==> src/rtl/axi_copy_pkg.sv <==
// axi_copy_pkg
//   Shared definitions for the AXI4 copy master: FSM state encodings, fixed
//   AXI attribute values and the burst-length helper that keeps every burst
//   inside one 4KB page on both the source and destination side.
package axi_copy_pkg;

  // FSM state encodings
  localparam logic [2:0] ST_IDLE = 3'd0;
  localparam logic [2:0] ST_AR   = 3'd1;
  localparam logic [2:0] ST_R    = 3'd2;
  localparam logic [2:0] ST_AW   = 3'd3;
  localparam logic [2:0] ST_W    = 3'd4;
  localparam logic [2:0] ST_B    = 3'd5;
  localparam logic [2:0] ST_DONE = 3'd6;

  // Fixed AXI attributes
  localparam logic [1:0] BURST_INCR    = 2'b01;
  localparam logic [2:0] SIZE_4B       = 3'd2;
  localparam logic [1:0] RESP_OKAY     = 2'b00;
  localparam logic [3:0] CACHE_DEFAULT = 4'b0011;

  // Address window of the DDR behind the memory subsystem
  localparam logic [31:0] DDR_MASK = 32'h07ff_ffff;

  // Words left before the next 4KB boundary, given the low 12 address bits.
  function automatic logic [15:0] page_room(input logic [11:0] offs);
    return 16'((13'd4096 - {1'b0, offs}) >> 2);
  endfunction

  // min(remaining, max_beats, source page room, destination page room)
  function automatic logic [8:0] burst_len(input logic [15:0] rem,
                                           input logic [11:0] src_offs,
                                           input logic [11:0] dst_offs,
                                           input logic [15:0] max_beats);
    logic [15:0] lim;
    lim = rem;
    if (max_beats < lim) lim = max_beats;
    if (page_room(src_offs) < lim) lim = page_room(src_offs);
    if (page_room(dst_offs) < lim) lim = page_room(dst_offs);
    return 9'(lim);
  endfunction

endpackage

==> src/rtl/copy_buffer.sv <==
// copy_buffer
//   Simple dual-port burst buffer: one synchronous write port, one read port
//   with a registered output (data appears the cycle after rd_en). The read
//   register only updates on rd_en, so rd_data holds while the consumer stalls.
// Ports:
//   clock            clock
//   wr_en/addr/data  write port
//   rd_en/addr       read request
//   rd_data          registered read data
module copy_buffer #(
  parameter int DEPTH  = 16,
  parameter int DATA_W = 32,
  parameter int IDX_W  = $clog2(DEPTH)
) (
  input  logic              clock,
  input  logic              wr_en,
  input  logic [IDX_W-1:0]  wr_addr,
  input  logic [DATA_W-1:0] wr_data,
  input  logic              rd_en,
  input  logic [IDX_W-1:0]  rd_addr,
  output logic [DATA_W-1:0] rd_data
);

  logic [DATA_W-1:0] mem [DEPTH];

  always_ff @(posedge clock) begin
    if (wr_en) mem[wr_addr] <= wr_data;
  end

  always_ff @(posedge clock) begin
    if (rd_en) rd_data <= mem[rd_addr];
  end

endmodule

==> src/rtl/axi_copy_master.sv <==
// axi_copy_master
//   AXI4 initiator that copies cmd_beats 32-bit words from cmd_src to cmd_dst.
//   Each burst is read into a local buffer (AR/R) and then written back out
//   (AW/W/B). Only one AXI transaction is outstanding at any time.
// Ports:
//   clock, resetn        clock and asynchronous active-low reset
//   cmd_*                copy request (accepted only in IDLE)
//   done_valid/done_err  one-cycle completion pulse with error status
//   busy                 high whenever the FSM is not IDLE
//   m_axi_aw/w/b/ar/r    AXI4 master interface
module axi_copy_master
  import axi_copy_pkg::*;
#(
  parameter int DATA_W    = 32,
  parameter int ID_W      = 4,
  parameter int AXI_ID    = 0,
  parameter int MAX_BURST = 16
) (
  input  logic                clock,
  input  logic                resetn,
  input  logic                cmd_valid,
  output logic                cmd_ready,
  input  logic [31:0]         cmd_src,
  input  logic [31:0]         cmd_dst,
  input  logic [15:0]         cmd_beats,
  output logic                done_valid,
  output logic                done_err,
  output logic                busy,
  output logic                m_axi_awvalid,
  input  logic                m_axi_awready,
  output logic [ID_W-1:0]     m_axi_awid,
  output logic [31:0]         m_axi_awaddr,
  output logic [7:0]          m_axi_awlen,
  output logic [2:0]          m_axi_awsize,
  output logic [1:0]          m_axi_awburst,
  output logic                m_axi_awlock,
  output logic [3:0]          m_axi_awcache,
  output logic [2:0]          m_axi_awprot,
  output logic [3:0]          m_axi_awqos,
  output logic                m_axi_wvalid,
  input  logic                m_axi_wready,
  output logic [DATA_W-1:0]   m_axi_wdata,
  output logic [DATA_W/8-1:0] m_axi_wstrb,
  output logic                m_axi_wlast,
  input  logic                m_axi_bvalid,
  output logic                m_axi_bready,
  input  logic [ID_W-1:0]     m_axi_bid,
  input  logic [1:0]          m_axi_bresp,
  output logic                m_axi_arvalid,
  input  logic                m_axi_arready,
  output logic [ID_W-1:0]     m_axi_arid,
  output logic [31:0]         m_axi_araddr,
  output logic [7:0]          m_axi_arlen,
  output logic [2:0]          m_axi_arsize,
  output logic [1:0]          m_axi_arburst,
  output logic                m_axi_arlock,
  output logic [3:0]          m_axi_arcache,
  output logic [2:0]          m_axi_arprot,
  output logic [3:0]          m_axi_arqos,
  input  logic                m_axi_rvalid,
  output logic                m_axi_rready,
  input  logic [ID_W-1:0]     m_axi_rid,
  input  logic [DATA_W-1:0]   m_axi_rdata,
  input  logic [1:0]          m_axi_rresp,
  input  logic                m_axi_rlast
);

  localparam int IDX_W = $clog2(MAX_BURST);

  logic [2:0]  state_reg, state_next;
  logic [31:0] src_reg, dst_reg;
  logic [15:0] remaining_reg;
  logic [8:0]  n_reg;          // beats in the current burst, 1..MAX_BURST
  logic [8:0]  beat_cnt_reg;   // beat index within R or W
  logic        err_reg;        // sticky error for the current command

  logic [8:0]  n_m1, beat_inc, n_calc;
  logic        last_beat, beat_err, misaligned;
  logic [31:0] ld_src, ld_dst;
  logic [15:0] ld_rem;

  logic             buf_rd_en;
  logic [IDX_W-1:0] buf_rd_addr;

  assign n_m1       = n_reg - 9'd1;
  assign beat_inc   = beat_cnt_reg + 9'd1;
  assign last_beat  = (beat_cnt_reg == n_m1);
  assign misaligned = (cmd_src[1:0] != 2'b00) || (cmd_dst[1:0] != 2'b00);

  // A bad response, an early rlast or a missing rlast all poison the read.
  assign beat_err = (m_axi_rresp != RESP_OKAY) || (m_axi_rlast != last_beat);

  // Values that feed the next burst: the command in IDLE, the advanced
  // pointers after a good B response. The burst length is derived from them
  // in the same cycle and then held for the whole AR..B sequence.
  always_comb begin
    ld_src = cmd_src;
    ld_dst = cmd_dst;
    ld_rem = cmd_beats;
    if (state_reg != ST_IDLE) begin
      ld_src = src_reg + {21'd0, n_reg, 2'b00};
      ld_dst = dst_reg + {21'd0, n_reg, 2'b00};
      ld_rem = remaining_reg - {7'd0, n_reg};
    end
  end

  assign n_calc = burst_len(ld_rem, ld_src[11:0], ld_dst[11:0], 16'(MAX_BURST));

  always_comb begin
    state_next = state_reg;
    case (state_reg)
      ST_IDLE: begin
        if (cmd_valid) begin
          if (cmd_beats == 16'd0 || misaligned) state_next = ST_DONE;
          else                                  state_next = ST_AR;
        end
      end
      ST_AR: if (m_axi_arready) state_next = ST_R;
      ST_R: begin
        if (m_axi_rvalid && (m_axi_rlast || last_beat))
          state_next = (err_reg || beat_err) ? ST_DONE : ST_AW;
      end
      ST_AW: if (m_axi_awready) state_next = ST_W;
      ST_W:  if (m_axi_wready && last_beat) state_next = ST_B;
      ST_B: begin
        if (m_axi_bvalid) begin
          if (m_axi_bresp != RESP_OKAY || ld_rem == 16'd0) state_next = ST_DONE;
          else                                              state_next = ST_AR;
        end
      end
      ST_DONE: state_next = ST_IDLE;
      default: state_next = ST_IDLE;
    endcase
  end

  always_ff @(posedge clock or negedge resetn) begin
    if (!resetn) begin
      state_reg     <= ST_IDLE;
      src_reg       <= '0;
      dst_reg       <= '0;
      remaining_reg <= '0;
      n_reg         <= '0;
      beat_cnt_reg  <= '0;
      err_reg       <= 1'b0;
    end else begin
      state_reg <= state_next;
      case (state_reg)
        ST_IDLE: begin
          if (cmd_valid) begin
            src_reg       <= cmd_src;
            dst_reg       <= cmd_dst;
            remaining_reg <= cmd_beats;
            n_reg         <= n_calc;
            err_reg       <= (cmd_beats != 16'd0) && misaligned;
          end
        end
        ST_AR: if (m_axi_arready) beat_cnt_reg <= '0;
        ST_R: begin
          if (m_axi_rvalid) begin
            beat_cnt_reg <= beat_inc;
            if (beat_err) err_reg <= 1'b1;
          end
        end
        ST_AW: if (m_axi_awready) beat_cnt_reg <= '0;
        ST_W:  if (m_axi_wready) beat_cnt_reg <= beat_inc;
        ST_B: begin
          if (m_axi_bvalid) begin
            if (m_axi_bresp != RESP_OKAY) begin
              err_reg <= 1'b1;
            end else begin
              src_reg       <= ld_src;
              dst_reg       <= ld_dst;
              remaining_reg <= ld_rem;
              n_reg         <= n_calc;
            end
          end
        end
        default: ;
      endcase
    end
  end

  // Buffer read side: word 0 is prefetched throughout AW so wvalid can rise
  // right after the AW handshake; each accepted W beat fetches the next word.
  always_comb begin
    buf_rd_en   = 1'b0;
    buf_rd_addr = '0;
    if (state_reg == ST_AW) begin
      buf_rd_en = 1'b1;
    end else if (state_reg == ST_W) begin
      buf_rd_en   = m_axi_wready && !last_beat;
      buf_rd_addr = beat_inc[IDX_W-1:0];
    end
  end

  copy_buffer #(
    .DEPTH  (MAX_BURST),
    .DATA_W (DATA_W),
    .IDX_W  (IDX_W)
  ) u_buffer (
    .clock   (clock),
    .wr_en   ((state_reg == ST_R) && m_axi_rvalid),
    .wr_addr (beat_cnt_reg[IDX_W-1:0]),
    .wr_data (m_axi_rdata),
    .rd_en   (buf_rd_en),
    .rd_addr (buf_rd_addr),
    .rd_data (m_axi_wdata)
  );

  assign cmd_ready  = (state_reg == ST_IDLE);
  assign busy       = (state_reg != ST_IDLE);
  assign done_valid = (state_reg == ST_DONE);
  assign done_err   = (state_reg == ST_DONE) && err_reg;

  assign m_axi_arvalid = (state_reg == ST_AR);
  assign m_axi_arid    = ID_W'(AXI_ID);
  assign m_axi_araddr  = src_reg;
  assign m_axi_arlen   = n_m1[7:0];
  assign m_axi_arsize  = SIZE_4B;
  assign m_axi_arburst = BURST_INCR;
  assign m_axi_arlock  = 1'b0;
  assign m_axi_arcache = CACHE_DEFAULT;
  assign m_axi_arprot  = 3'd0;
  assign m_axi_arqos   = 4'd0;
  assign m_axi_rready  = (state_reg == ST_R);

  assign m_axi_awvalid = (state_reg == ST_AW);
  assign m_axi_awid    = ID_W'(AXI_ID);
  assign m_axi_awaddr  = dst_reg;
  assign m_axi_awlen   = n_m1[7:0];
  assign m_axi_awsize  = SIZE_4B;
  assign m_axi_awburst = BURST_INCR;
  assign m_axi_awlock  = 1'b0;
  assign m_axi_awcache = CACHE_DEFAULT;
  assign m_axi_awprot  = 3'd0;
  assign m_axi_awqos   = 4'd0;

  assign m_axi_wvalid  = (state_reg == ST_W);
  assign m_axi_wstrb   = '1;
  assign m_axi_wlast   = (state_reg == ST_W) && last_beat;
  assign m_axi_bready  = (state_reg == ST_B);

  // Response IDs need no checking with a single outstanding transaction.
  logic unused_ok;
  assign unused_ok = ^{m_axi_rid, m_axi_bid, n_m1[8]};

endmodule

==> config.mk <==
export PLATFORM = sky130hd
export DESIGN_NAME = axi_copy_master
export DESIGN_NICKNAME = d
export VERILOG_FILES = /design/src/rtl/axi_copy_pkg.sv /design/src/rtl/copy_buffer.sv /design/src/rtl/axi_copy_master.sv
export SDC_FILE = /design/constraint.sdc
export NUM_CORES = 1
export LEC_CHECK = 0
export ABC_AREA = 1
export BUFFER_PORTS_ARGS = -buffer_cell sky130_fd_sc_hd__buf_2
export CAP_MARGIN = 20
export CORE_AREA = 10 10 257 259
export DETAILED_ROUTE_END_ITERATION = 10
export DIE_AREA = 0 0 267 269
export GPL_TIMING_DRIVEN = 0
export PLACE_DENSITY = 0.72
export SLEW_MARGIN = 20
export SYNTH_ARGS = -nofsm -noshare
export SYNTH_HDL_FRONTEND = slang
export SYNTH_SLANG_ARGS = --single-unit
==> constraint.sdc <==
create_clock -name clock -period 4.34 [get_ports clock]
set_input_delay 0.868 -clock clock [delete_from_list [all_inputs] [get_ports clock]]
set_output_delay 0.868 -clock clock [all_outputs]
set_load 0.005 [all_outputs]
Word-level counts from Yosys, hierarchy flattened
Memories as Yosys holds them, arrays and structs flattened. A register that Yosys moved wholly into a read port is not among the register bits.
Index checks and enable logic that the tools add are counted.
{ "totals": {"n_memories": 1, "out_inout_bits": 168, "wordCells": 116, "in_bits": 133, "ff_bits": 102, "ramBits": 512} }
{ "memory_table": {"columns": ["memory", "depth", "word_bits", "rd", "rd_ports_with_merged_regs", "wr", "line", "source"], "rows": [
  ["u_buffer.mem", 16, 32, 1, 1, 1, "copy_buffer.sv:24", "logic [DATA_W-1:0] mem [DEPTH];"]
]} }
{ "classes": {"order_cmp": 3, "reduce_logical": 30, "n_mux": 49, "n_eq_ne": 19, "add_sub_neg": 7} }
{ "ops": {"columns": ["op", "n"], "rows": [
  ["32-bit two-way mux", 8],
  ["32-bit one-hot mux with 2 select lines", 2],
  ["16-bit two-way mux", 6],
  ["9-bit two-way mux", 8],
  ["32-bit by 11-bit adder with 32-bit output", 2],
  ["9-bit one-hot mux with 4 select lines", 1],
  ["16-bit logical NOT", 2],
  ["14-bit by 16-bit < comparator with 1-bit output", 2],
  ["16-bit one-hot mux with 2 select lines", 1],
  ["13-bit by 12-bit subtractor with 14-bit output, first input constant", 2],
  ["3-bit two-way mux", 9],
  ["3-bit one-hot mux with 6 select lines", 1],
  ["9-bit one-hot mux with 2 select lines", 1],
  ["5-bit by 16-bit < comparator with 1-bit output, first input constant", 1],
  ["16-bit nonzero test", 1],
  ["16-bit by 9-bit subtractor with 16-bit output", 1],
  ["2-bit by 1-bit != test with 1-bit output, second input constant", 7],
  ["6-bit AND reduction", 2],
  ["2-bit nonzero test", 5],
  ["9-bit by 1-bit adder with 9-bit output, second input constant", 1],
  ["3-bit equality test, second input constant", 3],
  ["9-bit equality test", 1],
  ["1-bit two-way mux", 9],
  ["9-bit by 1-bit subtractor with 9-bit output, second input constant", 1],
  ["14 further kinds", 31]
]} }

Longest topological paths before layout
{ "logic_depth": {"depth_word": 11, "mapped_depth": 41} }

By module
From an unflattened synthesis, not the netlist that was laid out.
{ "unflattened": {"cells_unflattened": 3545, "area_unflattened_um2": 32613.8} }
{ "modules_own_cells": {"columns": ["mod", "cells_each", "n_inst", "area_each_um2"], "rows": [
  ["copy_buffer", 2120, 1, 23050.9],
  ["axi_copy_master", 1425, 1, 9562.9]
]} }

Least setup slack after synthesis
OpenSTA, ideal clock, no wires.
{ "synth_timing": {"kind": "in2reg", "startpoint": "input port cmd_src[1]", "endpoint": "register n_reg[4]", "setup_slack_ns": -0.202, "required_ns": 4.274, "setup_time_ns": 0.066, "arrival_time_ns": 4.476, "cell_stages": 32, "n_path_buf": 0, "path_cell_list": "mux2i_1 > nand2_1 > nor2_1 > inv_1 > nor2_1 > inv_1 > nor2_1 > inv_1 > nor2_1 > nand2_1 > inv_1 > nand3_1 > nor2_1 > nand2_1 > xor2_1 > inv_1 > ha_1 > a21o_1 > a21oi_1 > nand2_4 > inv_1 > nand2_1 > ha_1 > a21oi_1 > nor2_1 > a211oi_1 > nand2_2 > nand2_4 > nand2_4 > nand2_1 > nand3_1 > nand2_1"} }
{ "synth_via": {"elab_chain_cells": 9} }
{ "synth_rtl": {"columns": ["element", "line", "source"], "rows": [
  ["start, declared", "axi_copy_master.sv:23", "input logic [31:0] cmd_src,"],
  ["32-bit two-way mux *", "axi_copy_master.sv:100", "if (state_reg != ST_IDLE) begin"],
  ["13-bit by 12-bit subtractor with 14-bit output *", "axi_copy_pkg.sv:27", "return 16'((13'd4096 - {1'b0, offs}) >> 2);"],
  ["14-bit by 16-bit < comparator with 1-bit output", "axi_copy_pkg.sv:38", "if (page_room(src_offs) < lim) lim = page_room(src_offs);"],
  ["16-bit two-way mux *", "axi_copy_pkg.sv:38", null],
  ["14-bit by 16-bit < comparator with 1-bit output", "axi_copy_pkg.sv:39", "if (page_room(dst_offs) < lim) lim = page_room(dst_offs);"],
  ["9-bit two-way mux *", "axi_copy_pkg.sv:39", null],
  ["9-bit two-way mux", "axi_copy_master.sv:168", "if (m_axi_bresp != RESP_OKAY) begin"],
  ["9-bit two-way mux", "axi_copy_master.sv:167", "if (m_axi_bvalid) begin"],
  ["9-bit one-hot mux with 2 select lines *", "axi_copy_master.sv:147", "case (state_reg)"],
  ["end signal, assigned", "axi_copy_master.sv:153", "n_reg <= n_calc;"],
  ["end signal, assigned", "axi_copy_master.sv:174", "n_reg <= n_calc;"],
  ["end, declared", "axi_copy_master.sv:73", "logic [8:0] n_reg;"]
]} }
Mark *: on every way between the ends. The rest lies on a longest branch, timed or not. The select of a mux whose other input is x is not followed.
A chain may end at the register's enable or synchronous reset.

Worst setup path after layout
{ "layout_timing": {"startpoint": "register n_reg[3]", "endpoint": "register n_reg[5]"} }
{ "layout_via": {"elab_chain_cells": 11} }
{ "layout_rtl": {"columns": ["element", "line"], "rows": [
  ["branches (longest 7 deep; another with 32-bit by 11-bit adder with 32-bit output)", null],
  ["9-bit two-way mux *", "axi_copy_pkg.sv:39"],
  ["9-bit two-way mux", "axi_copy_master.sv:168"],
  ["9-bit two-way mux", "axi_copy_master.sv:167"],
  ["9-bit one-hot mux with 2 select lines *", "axi_copy_master.sv:147"]
]} }
Every way passes the cells marked *. The select of a mux whose other input is x is not followed.

==> results.md <==
- The capture point of the critical path is n_reg[5].
- Setup repair after global routing could not meet its margin everywhere.
- The number of design-rule violations left by the first detailed-router iteration is 2,987.
- The clock latency at the later pin of the worst-skew pair is 0.63 ns.
- The path class of the tightest hold or removal check is in -> async.
- The per-cell via count in the routed design is 6.00.
- The number of diodes added for antenna fixing is 0.
- Before CTS, the worst setup slack after placement is -1.08 ns.
- The number of remaining DRC errors is 0.
- The synthesized area divided by synthesized cell count is 11.3 um^2.
- In this run, post-CTS hold repair placed 0 buffers.
- The fraction of the cycle the final worst path needs is 113%.
- The slew at the pin closest to its max-slew limit is 1.04 ns.
- The width of the die is 267 um.
- The type of origin of the critical path is a flip-flop.
- The largest individual stage delay along the critical path comes from the cell sky130_fd_sc_hd__dfrtp_2.
- In this run, CTS created clock tree buffers numbering 70.
- The cell accounting for the most synthesized area is sky130_fd_sc_hd__edfxtp_1.
- The maximum frequency from static timing analysis is 204 MHz.
- The CTS sink count is 646.
- The kind of critical path is reg -> reg.
- The number of different library cells in the post-synthesis netlist is 53.
- The total count of max-transition violations in the final report came to 0.
- In this run, synthesis inferred 544 flip-flops with an integrated enable.
- The number of maximum-capacitance violations is 0.
- IR analysis of the VDD net gives a maximum drop of 630 uV.
- Clock-pin slew was measured on the worst setup and hold paths at 0.07 ns.
- The H-tree was split into 3 levels.
- In the final layout, the multi-input gates occupy 0.0104 mm^2.
- The total negative slack is -4.73 ns.
- For this configuration, the core starts out at a cell density of 49.5%.
- The worst relative slew slack is 30.9%.
- The final estimated routing congestion in global placement is 0.929.
- The first-pass detailed-route iteration total is 5.
- The count of warnings emitted by yosys is 0.
- The sequential-to-total area share from yosys stat is 62.5%.
- The run finished, with violations left.
- The leakage power of the design is 13.6 nW.
- Of all flip-flops after synthesis, the portion carrying an async set or reset was 15.8%.
- At the worst endpoint, the arrival time is 5.39 ns.
- The layout net count is 3,305.
- The most common cell type on the critical path is sky130_fd_sc_hd__buf_4.
- The flip-flop and latch count after synthesis is 646.
- After synthesis, the most frequently instantiated cells are 544 x sky130_fd_sc_hd__edfxtp_1, 373 x sky130_fd_sc_hd__nand2_1, 222 x sky130_fd_sc_hd__o21ai_0.
- In the final routed layout, each cell accounts on average for 24.8 um.
- The floorplan core area is 0.0610 mm^2.
- The number of nets with antenna violations after detailed routing is 0.
- The count of fill cells added during filler insertion is 4,831.
- The worst setup path startpoint is n_reg[3].
- The final hold violation count is 0.
- Detailed placement finished with a half-perimeter wire length of 68.0 mm.
- The register cell area after layout is 0.0189 mm^2.
- The final wirelength is 98.1 mm.
- The die covers 0.0718 mm^2.
- Counting every instance in the synthesized netlist gives 2,667.
- Across the routed clock network, the largest skew measured is 0.0233 ns.
- Counting flops per register, the top entry is u_buffer.mem.
- The power density over the cells is 753 mW/mm^2.
- Port buffering added 246 buffers.
- The slack of the critical path is -0.551 ns.
- The maximum root-to-sink buffer count is 3.
- From synthesis to final layout, the design area changed by 20.5%.
- Cells with a size suffix above 1 make up 21.0% of the layout.
- Global routing consumed, over all layers together, 26.8% of the routing resources.
- The checks that failed: negative setup slack.
- The synthesized design devotes to its leading area cell type 54.0% of total area.
- The number of global-route vias before repair came to 23,600.
- Yosys attributes the largest share of cell area to sky130_fd_sc_hd__edfxtp_1 54%, sky130_fd_sc_hd__dfrtp_1 8.4%, sky130_fd_sc_hd__nand2_1 4.6%.
- In this run the critical register-to-register path is captured at n_reg[5].
- From bottom edge to top edge, the die measures 269 um.
- The number of antenna violations at the first check in global routing is 0.
- The top-level I/O count is 301.
- TritonCTS built the clock tree.
- Of all nets on the critical path, the largest fanout is 7.
- The total overflow left after global routing is 0.
- The register with the most flip-flops in the layout has 512 of them.
- The top flip-flop cell by instance count after synthesis is sky130_fd_sc_hd__edfxtp_1.
- CTS placed an instance of sky130_fd_sc_hd__clkbuf_16 at the clock tree root.
- The worst register-to-register path begins at n_reg[3].
- At the worst endpoint, the required time is 4.84 ns.
- Across all layers, the routed design uses 23,700 vias.
- Measured in cells, the most critical reg-to-reg path has a length of 30.
- The first global-routing pass estimated 146 mm of wire.
- The number of setup violations in the final report is 9.
- The largest net degree at the start of global routing is 64.
- The cell area after synthesis is 0.0302 mm^2.
- The worst setup path is captured at a flip-flop.
- The cell with the most instances after synthesis is sky130_fd_sc_hd__edfxtp_1.
- The final critical delay including setup and external delays is 4.89 ns.
- The setup slack on the worst flop-to-flop path is -0.55 ns.
- The placement row count is 91.
- In this design, the stage delay of the slowest critical-path cell is 0.49 ns.
## report_power, final
part           internal [mW]  switching (mW)  total [mW]
clock                   3.59            2.54        6.13
sequential              7.45           0.615        8.06
combinational           4.87            8.38        13.2
total                   15.9            11.5        27.4
## kinds of logic after synthesis
kind of cell | synth area share (%)
AO/OA/AOI/OAI | 10.9
other | 0.0248
buffers and inverters | 5.75
AND/OR/NAND/NOR | 12.7
adder cells (fa/ha/maj) | 2.39
multiplexers | 4.34
flip-flops | 62.5
XOR/XNOR | 1.36
## what timing repair did
item | in CTS | in global routing
setup endpoints to repair | 61 | 31
setup buffers | 42 | 10
resized for setup | 90 | 47
cloned | 3 | 0
pin swaps | 18 | 33
## cell type report
class	count	share of cell area (%)
plain buffers	192	2.67
clock buffers	81	4.92
clock inverters	41	1.43
inverters	209	2.18
multi-input cells	1672	28.5
flip-flops and latches	646	51.9
well taps	790	2.71
repair buffers	325	5.69
## layout by cell type (no fill, tap or decap), types with 15 or more instances in the layout
cell                          n
sky130_fd_sc_hd__a21oi_1     37
sky130_fd_sc_hd__a22oi_1     26
sky130_fd_sc_hd__buf_2      248
sky130_fd_sc_hd__buf_4      115
sky130_fd_sc_hd__clkbuf_1   117
sky130_fd_sc_hd__clkbuf_16   70
sky130_fd_sc_hd__conb_1      52
sky130_fd_sc_hd__dfrtp_1     92
sky130_fd_sc_hd__edfxtp_1   544
sky130_fd_sc_hd__ha_1        43
sky130_fd_sc_hd__inv_1      184
sky130_fd_sc_hd__inv_2       20
sky130_fd_sc_hd__mux2i_1    129
sky130_fd_sc_hd__nand2_1    353
sky130_fd_sc_hd__nand2_2     25
sky130_fd_sc_hd__nand3_1    105
sky130_fd_sc_hd__nor2_1     128
sky130_fd_sc_hd__nor2_4      22
sky130_fd_sc_hd__nor3_1     150
sky130_fd_sc_hd__o211ai_1    24
sky130_fd_sc_hd__o21ai_0    211
sky130_fd_sc_hd__o21ai_1     15
sky130_fd_sc_hd__o221ai_1   103
sky130_fd_sc_hd__o22ai_1     48
sky130_fd_sc_hd__xor2_1      31
## critical path, delay by kind of cell (launching register included)
kind            cells  cell delay (ns)
fa+ha+maj           2             0.60
simple gates       10             0.90
xor+xnor            2             0.42
compound gates      5             0.96
buf+inv            11             1.39
flops               1             0.49
## through the flow
| stage | std cells | area, um^2 | hold WS (ns) | total power [mW] | util, % |
|---|---|---|---|---|---|
| 6_report | 3956 | 36400 | 0.235 | 27.4 | 59.7 |
| 2_1_floorplan | 2717 | 30400 | 0.472 | 15.5 | - |
| 5_1_grt | 3956 | 36400 | 0.277 | 29.1 | 59.7 |
| 3_5_place_dp | 3780 | 33200 | 0.498 | 19.2 | 54.4 |
| 4_1_cts | 3946 | 36200 | 0.273 | 26.7 | 59.3 |
| 3_3_place_gp | 3753 | 32700 | 0.494 | 18.9 | 53.5 |
## worst min-delay path by stage
stage | depth (start not counted) | to | start
floorplan | 2 | remaining_reg[5] | remaining_reg[5]
global placement | 2 | remaining_reg[5] | remaining_reg[5]
detailed placement | 2 | remaining_reg[5] | remaining_reg[5]
CTS | 1 | m_axi_araddr[24] | resetn
global route | 1 | m_axi_awaddr[12] | resetn
finish | 1 | m_axi_araddr[24] | resetn
## metal layers
metal / vias to the layer above / wire length (um) / track usage, %
li1: 10500 / - / -
met1: 11600 / 37700 / 34.0
met2: 1341 / 47300 / 44.8
met3: 232 / 8830 / 4.96
met4: 0 / 4130 / 11.5
met5: - / 0 / 0
(Power assumes the default switching activity.)
